File: src/rtl/blit_mem_pkg.sv
// rtl/blit_mem_pkg.sv - shared types, width codes and helpers for the blitter memory responder
package blit_mem_pkg;

  typedef enum logic [1:0] {
    S_IDLE   = 2'd0,
    S_GRANT  = 2'd1,
    S_WAITST = 2'd2,
    S_RDLAT  = 2'd3
  } bmem_state_t;

  localparam logic [3:0] W_BYTE   = 4'b0000;
  localparam logic [3:0] W_WORD   = 4'b0001;
  localparam logic [3:0] W_LONG   = 4'b0010;
  localparam logic [3:0] W_PHRASE = 4'b1000;

  localparam int PADDR_W = 21;

  // Byte count for a width code; undefined non-phrase codes fall back to a single byte
  function automatic logic [3:0] width_bytes(input logic [3:0] w);
    logic [3:0] n;
    if ((w & W_PHRASE) != 4'd0) begin
      n = 4'd8;
    end else begin
      case (w)
        W_BYTE:  n = 4'd1;
        W_WORD:  n = 4'd2;
        W_LONG:  n = 4'd4;
        default: n = 4'd1;
      endcase
    end
    return n;
  endfunction

  // Non-phrase code above the long encoding
  function automatic logic width_bad(input logic [3:0] w);
    return ((w & W_PHRASE) == 4'd0) && (w[2:0] > 3'b010);
  endfunction

  // Address low bits not aligned to the transfer size
  function automatic logic addr_misaligned(input logic [3:0] w, input logic [2:0] a);
    logic [2:0] m;
    m = 3'(width_bytes(w) - 4'd1);
    return (a & m) != 3'd0;
  endfunction

endpackage

File: src/rtl/blit_lane_align.sv
// rtl/blit_lane_align.sv - combinational byte-lane mask generator and data shifter
module blit_lane_align
  import blit_mem_pkg::*;
(
  input  logic [2:0]  addr_lo,
  input  logic [3:0]  width,
  input  logic        justify,
  input  logic [63:0] wr_data,
  input  logic [63:0] rd_data,
  output logic [7:0]  be,
  output logic [63:0] wr_lanes,
  output logic [63:0] rd_lanes
);

  logic [3:0]  nbytes;
  logic [7:0]  nmask;
  logic [2:0]  lane;
  logic [5:0]  shamt;
  logic [63:0] keep;

  // Lane is the address aligned down to the transfer size; justified data moves between lane 0 and it
  always_comb begin
    nbytes = width_bytes(width);
    nmask  = (nbytes == 4'd8) ? 8'hFF : 8'((9'd1 << nbytes) - 9'd1);
    lane   = addr_lo & ~3'(nbytes - 4'd1);
    shamt  = {lane, 3'b000};
    be     = nmask << lane;
    keep   = '0;
    for (int i = 0; i < 8; i++) begin
      keep[i*8 +: 8] = {8{nmask[i]}};
    end
    wr_lanes = justify ? (wr_data << shamt) : wr_data;
    rd_lanes = justify ? ((rd_data >> shamt) & keep) : rd_data;
  end

endmodule

File: src/rtl/blit_mem_responder.sv
// rtl/blit_mem_responder.sv - blitter bus responder with wait states and fixed-latency reads; optional checker via BMEM_ERRCHK_EN
module blit_mem_responder
  import blit_mem_pkg::*;
#(
  parameter int WAIT_CYC = 1,
  parameter int READ_LAT = 2
) (
  input  logic               clk,
  input  logic               reset_n,
  input  logic               blit_breq,
  output logic               blit_back,
  input  logic               mreq,
  input  logic               read,
  input  logic [3:0]         width,
  input  logic               justify,
  input  logic [23:0]        address,
  input  logic [63:0]        wdata,
  output logic               ack,
  output logic [63:0]        rdata,
  output logic               mem_req,
  output logic               mem_we,
  output logic [PADDR_W-1:0] mem_addr,
  output logic [7:0]         mem_be,
  output logic [63:0]        mem_wdata,
  input  logic [63:0]        mem_rdata,
  output logic               proto_err
);

  localparam logic [2:0] WAIT3 = 3'(WAIT_CYC);
  localparam logic [2:0] RLAT3 = 3'(READ_LAT);

  bmem_state_t state, state_nxt;
  logic [2:0]  cnt;

  logic        lat_read, lat_justify;
  logic [3:0]  lat_width;
  logic [23:0] lat_addr;
  logic [63:0] lat_wdata;

  logic        cur_read, cur_justify;
  logic [3:0]  cur_width;
  logic [23:0] cur_addr;
  logic [63:0] cur_wdata;

  logic        addr_ack, data_ack, accept_bp, accept_new;
  logic [7:0]  be_raw;
  logic [63:0] wr_lanes, rd_lanes;

  assign addr_ack   = (state == S_WAITST) && (cnt == 3'd0);
  assign data_ack   = (state == S_RDLAT) && (cnt == 3'd0);
  assign accept_bp  = data_ack && mreq;
  assign accept_new = ((state == S_GRANT) && mreq) || accept_bp;

  // A request accepted on the data ack is issued the same cycle, so it bypasses the latches
  always_comb begin
    cur_read    = accept_bp ? read    : lat_read;
    cur_justify = accept_bp ? justify : lat_justify;
    cur_width   = accept_bp ? width   : lat_width;
    cur_addr    = accept_bp ? address : lat_addr;
    cur_wdata   = accept_bp ? wdata   : lat_wdata;
  end

  blit_lane_align u_align (
    .addr_lo  (cur_addr[2:0]),
    .width    (cur_width),
    .justify  (cur_justify),
    .wr_data  (cur_wdata),
    .rd_data  (mem_rdata),
    .be       (be_raw),
    .wr_lanes (wr_lanes),
    .rd_lanes (rd_lanes)
  );

  assign mem_addr  = cur_addr[23:3];
  assign mem_wdata = wr_lanes;

  // State register
  always_ff @(posedge clk or negedge reset_n) begin
    if (!reset_n) begin
      state <= S_IDLE;
    end else begin
      state <= state_nxt;
    end
  end

  // Next-state logic; a dropped breq only takes effect once back in GRANT
  always_comb begin
    state_nxt = state;
    case (state)
      S_IDLE:   if (blit_breq) state_nxt = S_GRANT;
      S_GRANT: begin
        if (mreq)            state_nxt = S_WAITST;
        else if (!blit_breq) state_nxt = S_IDLE;
      end
      S_WAITST: if (cnt == 3'd0) state_nxt = lat_read ? S_RDLAT : S_GRANT;
      S_RDLAT:  if (cnt == 3'd0) state_nxt = (mreq && read) ? S_RDLAT : S_GRANT;
      default:  state_nxt = S_IDLE;
    endcase
  end

  // Output decode: one ack serves the address phase, the data phase, or both at once
  always_comb begin
    ack     = addr_ack || data_ack;
    mem_req = addr_ack || accept_bp;
    mem_we  = mem_req && !cur_read;
    mem_be  = mem_req ? be_raw : 8'h00;
  end

  // Counter, request latches, read-data register and grant; grant drops one cycle after IDLE is reached
  always_ff @(posedge clk or negedge reset_n) begin
    if (!reset_n) begin
      cnt         <= 3'd0;
      lat_read    <= 1'b0;
      lat_justify <= 1'b0;
      lat_width   <= 4'd0;
      lat_addr    <= 24'd0;
      lat_wdata   <= 64'd0;
      rdata       <= 64'd0;
      blit_back   <= 1'b0;
    end else begin
      blit_back <= (state_nxt != S_IDLE) || (state != S_IDLE);
      case (state)
        S_GRANT:  if (mreq) cnt <= WAIT3;
        S_WAITST: cnt <= (cnt == 3'd0) ? RLAT3 : cnt - 3'd1;
        S_RDLAT:  cnt <= (cnt == 3'd0) ? RLAT3 : cnt - 3'd1;
        default:  cnt <= 3'd0;
      endcase
      if (accept_new) begin
        lat_read    <= read;
        lat_justify <= justify;
        lat_width   <= width;
        lat_addr    <= address;
        lat_wdata   <= wdata;
      end
      if ((state == S_RDLAT) && (cnt == 3'd1)) begin
        rdata <= rd_lanes;
      end
    end
  end

`ifdef BMEM_ERRCHK_EN
  logic err_now;

  // Flag a bad request code/alignment at acceptance, or mreq dropped before its ack
  always_comb begin
    err_now = (accept_new && (width_bad(width) || addr_misaligned(width, address[2:0])))
           || ((state == S_WAITST) && !mreq);
  end

  // Sticky until reset
  always_ff @(posedge clk or negedge reset_n) begin
    if (!reset_n) begin
      proto_err <= 1'b0;
    end else if (err_now) begin
      proto_err <= 1'b1;
    end
  end
`else
  assign proto_err = 1'b0;
`endif

endmodule

File: config.mk
export PLATFORM = sky130hd
export DESIGN_NAME = blit_mem_responder
export DESIGN_NICKNAME = d
export VERILOG_FILES = /design/src/rtl/blit_mem_pkg.sv /design/src/rtl/blit_lane_align.sv /design/src/rtl/blit_mem_responder.sv
export SDC_FILE = /design/constraint.sdc
export NUM_CORES = 1
export LEC_CHECK = 0
export BUFFER_PORTS_ARGS = -buffer_cell sky130_fd_sc_hd__buf_2
export CORE_ASPECT_RATIO = 1.2
export CORE_MARGIN = 2
export CORE_UTILIZATION = 30
export DETAILED_ROUTE_END_ITERATION = 6
export GPL_TIMING_DRIVEN = 0
export PLACE_DENSITY = 0.55
export SYNTH_ARGS = -nofsm -noshare
export SYNTH_HDL_FRONTEND = slang
export SYNTH_SLANG_ARGS = --single-unit
File: constraint.sdc
create_clock -name clk -period 6.57 [get_ports clk]
set_input_delay 1.314 -clock clk [delete_from_list [all_inputs] [get_ports clk]]
set_output_delay 1.314 -clock clk [all_outputs]
set_load 0.01 [all_outputs]
## Word level (Yosys, flattened, before mapping)

Index checks and enable logic that the tools add are counted.

- Bits in registers: 164
- Input port bits: 162
- Word-level logic and storage cells: 66

- Add/subtract/negate cells: 3
- Equal/unequal tests: 8
- Shifts and indexed selects: 4
- Multiplexer cells: 22
- Bitwise logic cells: 3
- Reduce and logical (&&, ||, !) cells: 17

Operators with widths:

| kind | count |
|---|---|
| $mux 64 | 3 |
| $and 64x64->64 | 1 |
| $shl 64x6->64 | 1 |
| $shr 64x6->64 | 1 |
| $mux 24 | 1 |
| $mux 8 | 2 |
| $mux 2 | 7 |
| $pmux 3 s2 | 2 |
| $mux 4 | 2 |
| $pmux 2 s4 | 1 |
| $shl 1x4->8 const A | 1 |
| $shl 8x3->8 | 1 |
| $sub 8x1->8 const B | 1 |
| $logic_and 1x1->1 | 7 |
| $mux 3 | 2 |
| $sub 3x1->3 const B | 2 |
| $eq 2x2->1 const B | 2 |
| $eq 4x1->1 const B | 1 |
| $eq 4x2->1 const B | 1 |
| $eq 4x4->1 const B | 1 |
| $logic_or 1x1->1 | 4 |
| $reduce_bool 2->1 | 2 |
| $and 3x3->3 | 1 |
| $eq 3x1->1 const B | 1 |
| other kinds (8) | 9 |

## Depth between registers and ports, before layout

Gate-level depths: netlist (run 1).

- Depth after elaboration: 13
- Depth in mapped cells: 21
- Gate-level depth less buffers: 15

## Modules after synthesis

From an unflattened synthesis (run 1), not the netlist that was laid out.

- Cell total of the unflattened synthesis: 1146
- Area, all modules: 12759.7 um^2

Modules (own cells, without submodules):

| module | times used | cells an instance | area an instance (um^2) |
|---|---|---|---|
| blit_mem_responder | 1 | 509 | 7652.3 |
| blit_lane_align | 1 | 637 | 5107.4 |

## Worst setup path after synthesis (run 1)

OpenSTA, ideal clock, no wires.

- Kind: input to output
- Start point: in mreq
- End point: out mem_be[7]
- Data arrival time: 4.805 ns
- Setup slack: 0.451 ns
- Cell stages on the path: 18
- Cell sequence: and2_1 -> nand2_1 -> buf_2 -> buf_4 -> buf_4 -> buf_2 -> nand4b_1 -> a21boi_0 -> and2_1 -> ha_1 -> nor2b_1 -> clkbuf_1 -> o21ai_1 -> nand2_1 -> clkbuf_1 -> clkbuf_1 -> a21boi_0 -> a21oi_1

- Cells in the longest elaborated chain, start to end: 10
- Elaborated cells on any way between the ends: 17
- Classes of those cells: add/sub: 2; eq/ne: 3; shift: 2; mux: 6; bitwise: 2; reduce/logical: 2

Ends and longest elaborated chain:

| element | line | RTL |
|---|---|---|
| start, declared | blit_mem_responder.sv:12 | `input logic mreq,` |
| $logic_and 1x1->1 * | blit_mem_responder.sv:51 | `assign accept_bp = data_ack && mreq;` |
| $mux 4 | blit_mem_responder.sv:58 | `cur_width = accept_bp ? width : lat_width;` |
| $eq 4x2->1 / $eq 4x1->1 (equally long branches) | blit_mem_pkg.sv:24 | `case (w)` |
| $pmux 3 s2 | blit_mem_pkg.sv:24 |  |
| $mux 4 | blit_mem_pkg.sv:21 | `if ((w & W_PHRASE) != 4'd0) begin` |
| $shl 1x4->8 / $sub 3x1->3 (equally long branches) | blit_lane_align.sv:24, blit_lane_align.sv:25 |  |
| $sub 8x1->8 / $not 3->3 (equally long branches) | blit_lane_align.sv:24, blit_lane_align.sv:25 |  |
| $mux 8 / $and 3x3->3 (equally long branches) | blit_lane_align.sv:24, blit_lane_align.sv:25 |  |
| $shl 8x3->8 | blit_lane_align.sv:27 | `be = nmask << lane;` |
| $mux 8 * | blit_mem_responder.sv:106 | `mem_be = mem_req ? be_raw : 8'h00;` |
| end, declared | blit_mem_responder.sv:23 | `output logic [7:0] mem_be,` |

Mark *: on every way between the ends. The rest lies on a longest branch, timed or not.

## Final worst setup path (run 1)

- Start point: in mreq
- End point: out mem_be[4]

The elaborated chain is that of the path after synthesis.

==> results of run 1 <==
cells in the final DEF, fill, tap and decap left out, types with 25 or more instances in the layout:
master    count
nand2_1     165
buf_2       356
o211ai_1     26
mux2i_1     113
nand3_1      35
nor2_1      125
o21ai_0      63
dfrtp_1     164
a21oi_1      71
and3_1       27
a211o_1      35
mux2_2      128
clkbuf_1     53
a221oi_1     32
o22ai_1      25
stage by stage:
stage,area [um2],util (%),setup WS (ns),std cells
2_1_floorplan,12500,-,0.451,1409
3_3_place_gp,14800,35.7,-1.63,2276
3_5_place_dp,14900,35.8,-1.67,2277
4_1_cts,15700,37.9,0.0663,2310
5_1_grt,15800,38.0,-0.0145,2312
6_report,15800,38.0,0.116,2315
Yosys cell counts, types with 20 or more instances:
cell,instances,share of area [%]
a211o_1,35,2.4
a211oi_1,23,1.4
a21oi_1,74,3.0
a221oi_1,32,2.2
a22o_1,23,1.6
and3_1,27,1.3
buf_2,40,1.6
clkbuf_1,66,2.0
dfrtp_1,164,33
inv_1,20,0.60
mux2_2,128,11
mux2i_1,118,9.4
nand2_1,168,5.0
nand3_1,37,1.5
nor2_1,128,3.8
o211ai_1,26,1.6
o21ai_0,64,2.6
o221ai_1,25,1.7
o22ai_1,25,1.2
critical path, stage by stage:
cell	delay [ns]
buf_2	0.14
and2_2	0.23
nand2_1	0.12
buf_4	0.21
buf_6	0.21
buf_12	0.21
nand4b_1	0.10
a21boi_1	0.15
and2_1	0.16
ha_1	0.34
nor2b_1	0.12
buf_2	0.28
o21ai_2	0.20
a211oi_2	0.41
buf_2	0.32
a22oi_1	0.13
nor2_1	0.27
buf_2	0.20
what timing repair did:
item                                    CTS  global route
endpoints found under the setup margin   71            55
resized for setup                        61            17
setup buffers                             4             2
pin swaps                                 1             2
power groups by stage:
stage / Clock [mW] / Combinational [mW] / Sequential (mW)
4_1_cts: 1.16 / 7.20 / 1.85
3_5_place_dp: 0 / 7.00 / 1.87
5_1_grt: 1.20 / 7.80 / 1.92
3_3_place_gp: 0 / 6.94 / 1.86
6_report: 1.14 / 7.40 / 1.86
2_1_floorplan: 0 / 4.22 / 1.87
sequential cells by signal (all words and copies together), names as in the netlist:
register     flops
state            2
rdata           64
lat_justify      1
lat_wdata       64
lat_addr        24
blit_back        1
cnt              3
lat_width        4
lat_read         1
final cells by class:
type                       instances  area share [%]
antenna                            3          0.0475
buffer                           121            3.87
clock buffer                      21            2.98
clock inverter                    10            1.06
inverter                          21           0.499
multi-input combinational       1101            50.6
sequential                       164            26.0
tap                              546            4.32
timing repair buffer             328            10.7
layer usage:
metal	global-route usage (%)	vias to the layer above
met5	0	-
met4	17.4	2
met3	4.68	215
met2	47.0	851
met1	35.6	6736
li1	-	5983
cells by family (layout without fill, tap and decap cells):
group	count (synthesis)	count (layout)	synth area share [%]
AO/OA/AOI/OAI	421	421	23.7
AND/OR/NAND/NOR	412	412	14.4
multiplexers	261	261	23.5
flip-flops	164	164	32.7
buffers and inverters	144	501	5.04
adder cells (fa/ha/maj)	4	4	0.399
XOR/XNOR	2	2	0.200
other	1	4	0.0299
path summary, 6_finish.rpt:
kind	start	endpoint
worst min-delay path	rdata[4]	rdata[4]
worst max-delay path	mreq	mem_be[4]
worst min register to register	rdata[4]	rdata[4]
max in group asynchronous	reset_n	lat_addr[11]
worst max register to register	cnt[0]	rdata[42]
min in group asynchronous	reset_n	rdata[0]
==> flow_summary.json, run 1 <==
{
  "fp.dieH_um": 228,
  "p_switching_mw": 5.44,
  "drtAntennaViolNets": 0,
  "pwr-share-comb_pct": 71.1,
  "fin_crit_sh_pct": 98.2,
  "crit_type": "in -> out",
  "first_global_vias": 13700,
  "synth_edf_count": 0,
  "detail_route.wl_per_cell_um": 27.6,
  "cp_data_required_time_ns": 5.26,
  "skew_ns": 0.0157,
  "cp-start-kind": "input port",
  "drive_gt1_share_pct": 34.1,
  "setup_violations": 0,
  "dp_hpwl_um": 49900,
  "hold_buffers": 0,
  "core-area_mm2": 0.0416,
  "hold_viol_final": 0,
  "syn_area_mm2": 0.0125,
  "synthDistinctLibCells": 64,
  "cts_root_buffer": "clkbuf_16",
  "status": "finished clean",
  "nFillCells": 4404,
  "first_pass_iters": 6,
  "wirelength_met1_um": 25100,
  "grt_pass1_wl_um": 91200,
  "fin_crit_ns": 6.45,
  "synthArstFlopShare_pct": 100,
  "io-pin-count": 324,
  "drv_slew": 0,
  "yosysSeqAreaShare_pct": 32.7,
  "leakage_nw": 7.41,
  "powerDensity_mw_per_mm2": 658,
  "rows": 82,
  "r2r_slack_ns": 1.78,
  "dieWidth_um": 191,
  "syn_inst": 1409,
  "synthFlopType": "dfrtp_1",
  "multiInputGateArea_mm2": 0.00800,
  "routed_wirelength_um": 63800,
  "hp-class": "reg -> reg",
  "track_usage_pct": 28.9,
  "drc": 0,
  "register_area_mm2": 0.00410,
  "clock_power_share_pct": 11.0,
  "antenna_found_initial": 3,
  "drt-initial-drc-count": 1256,
  "whs_path_depth": 2,
  "cts_tree": "yes",
  "total_power_mw": 10.4,
  "area_delta_synth_final_pct": 26.1,
  "worstPathArrival_ns": 5.14,
  "cts_buffers": 17,
  "clock_latency_ns": 0.49,
  "gp_congestion": 1.01,
  "r2r_cells": 20,
  "p_sw_share_pct": 52.3,
  "avgSynthCellArea_um2": 8.90,
  "slew_headroom_pct": 33.3,
  "clock_sink_count": 164,
  "nets": 1920,
  "ys_warn_count": 0,
  "io_buffers": 321,
  "worst_pin_slew_ns": 1.00,
  "start_util_pct": 30.2,
  "clockBufferDepth": 2,
  "whs_ns": 0.482,
  "gr-total-overflow": 0,
  "vias": 13800,
  "dr_wl_met2_um": 29500,
  "grt_max_degree": 111,
  "h-tree-depth": 4,
  "routed-wl-met3_um": 4860,
  "vias_per_cell": 5.96,
  "endpoint_kind": "primary output",
  "cts.clk_slew.worst_paths_ns": 0.06,
  "synth_seq_cells": 164,
  "die_area_mm2": 0.0435,
  "critical_path_peak_fanout": 19,
  "internal_power_mw": 4.96,
  "rsz0062_at_grt": "true",
  "final.setup.tns_ns": 0,
  "ir_worst_vdd_mv": 0.313,
  "max_freq_mhz": 155,
  "seqPwrFrac_pct": 17.9,
  "synth_nets": 1575,
  "highest_layer": "met5",
  "cap_violations": 0
}
Power figures use the tool's default switching activity.
==> run 2, diff against run 1 <==
- CORE_UTILIZATION: 30 -> 55
- PLACE_DENSITY: 0.55 -> 0.88
==> run 2 against run 1 <==
Net effect:
- first-iteration DRC count is 70% higher
- hold slack better by 0.00098 ns
- design area is 1.8% lower
- global-route usage is 23 points higher
- total power is 2.1% higher
- utilization is 31 points higher
- wire length is 1.5% lower
- critical path depth is 2 lower
- cell count is 11% lower
==> flow_summary.json, run 2 (synthesized netlist as in run 1, its figures left out) <==
{
  "vias": 15000,
  "fin_crit_ns": 6.51,
  "drc": 0,
  "clockBufferDepth": 2,
  "layout_commonest_cell": "buf_2",
  "whs_ns": 0.482,
  "gp_congestion": 1.10,
  "post_dp_cell_area_mm2": 0.0145,
  "first_global_vias": 14400,
  "cts_tree": "yes",
  "dieWidth_um": 142,
  "cp-start-kind": "input port",
  "slowest_delay_ns": 0.60,
  "grt_max_degree": 103,
  "leakage_nw": 7.44,
  "multiInputGateArea_mm2": 0.00800,
  "dp_hpwl_um": 46700,
  "skew_ns": 0.0154,
  "nets": 1927,
  "gr-total-overflow": 0,
  "fin_cells": 2059,
  "cts_buffers": 17,
  "cap_violations": 0,
  "antenna_found_initial": 8,
  "cp_slowest_cell": "a21oi_4",
  "finish.instance_area_mm2": 0.0155,
  "track_usage_pct": 51.9,
  "rows": 60,
  "dp_cells": 2011,
  "powerDensity_mw_per_mm2": 684,
  "drtAntennaViolNets": 0,
  "h-tree-depth": 4,
  "clock_latency_ns": 0.46,
  "fin_util_pct": 69.2,
  "max_freq_mhz": 154,
  "register_area_mm2": 0.00410,
  "ir_worst_vdd_mv": 0.382,
  "io_buffers": 321,
  "hold_viol_final": 0,
  "worst_pin_slew_ns": 0.974,
  "drt-initial-drc-count": 2135,
  "start_util_pct": 55.9,
  "endpoint_kind": "primary output",
  "crit_chain": "buf_2, and2_2, nand2_1, clkbuf_4, buf_6, buf_8, nand4b_1, a21boi_1, and2_1, ha_1, nand2b_1, nand3_1, a21oi_4, inv_1, o221ai_1, buf_2",
  "grt_pass1_wl_um": 90900,
  "clock_sink_count": 164,
  "nFillCells": 1743,
  "area_delta_synth_final_pct": 23.8,
  "drv_slew": 0,
  "crit_type": "in -> out",
  "total_power_mw": 10.6,
  "hp-class": "reg -> reg",
  "detail_route.wl_per_cell_um": 30.5,
  "io-pin-count": 324,
  "setup_violations": 0,
  "vias_per_cell": 7.26,
  "critical_path_peak_fanout": 19,
  "fp.dieH_um": 169,
  "routed_wirelength_um": 62800,
  "drive_gt1_share_pct": 34.3,
  "core-area_mm2": 0.0224,
  "status": "finished clean",
  "cts_root_buffer": "clkbuf_16",
  "cts.clk_slew.worst_paths_ns": 0.08,
  "cp_common_cell": "buf_2",
  "top_regs": "lat_wdata (64), rdata (64), lat_addr (24)",
  "worstPathArrival_ns": 5.20,
  "die_area_mm2": 0.0240,
  "cp_data_required_time_ns": 5.26,
  "slew_headroom_pct": 35.1,
  "layout_common_cells": "buf_2 (355), nand2_1 (165), dfrtp_1 (164)",
  "fin_crit_sh_pct": 99.1,
  "first_pass_iters": 7
}
## run 2: stage by stage
stage	worst slack, ns	setup TNS [ns]
floorplan	0.451	0
global route	-0.0114	-0.0275
finish	0.0567	0
global placement	-1.55	-62.00
CTS	0.00413	0
detailed placement	-1.62	-69.04
## run 2: per-layer routing
layer	GRT usage, %	vias up	part of all wire (%)
li1	-	6019	-
met2	79.0	1477	43
met3	16.6	532	13
met5	0	-	0.086
met1	57.5	6914	32
met4	47.6	8	12
## run 2: what timing repair did
item                       CTS  global route
pin swaps                    4             3
setup endpoints to repair   71            56
hold buffers                 0             0
setup buffers                4             7
gates resized for setup     54            21
## run 2: worst max-delay path, delay by kind of cell
kind            cells  cell delay [ns]
buf+inv             6             1.11
simple gates        6             1.36
fa+ha+maj           1             0.34
compound gates      3             1.06
## run 2: final cells by class
cell class              instances  share of cell area, %
diodes                          6                 0.0967
plain buffers                 121                   3.96
clock buffers                  17                   2.74
clock inverters                15                   1.29
inverters                      21                  0.508
multi-input cells            1101                   51.5
flip-flops and latches        164                   26.4
well taps                     279                   2.25
repair buffers                335                   11.2
## run 2: power by group
part	switching, mW	internal, mW	leakage (nW)	total (mW)
logic	4.84	2.81	5.22	7.65
registers	0.357	1.52	1.92	1.88
clock network	0.566	0.525	0.298	1.09
## run 2: worst paths after layout
path                          start            end  slack [ns]  cells after the start
setup / recovery               mreq  mem_wdata[39]        0.06                     16
hold / removal             rdata[1]       rdata[1]        0.48                      2
setup reg to reg             cnt[0]      rdata[47]        1.44                     20
hold reg to reg            rdata[1]       rdata[1]        0.48                      2
max in group asynchronous   reset_n      rdata[58]        4.83                      2
min in group asynchronous   reset_n      rdata[25]        0.79                      1
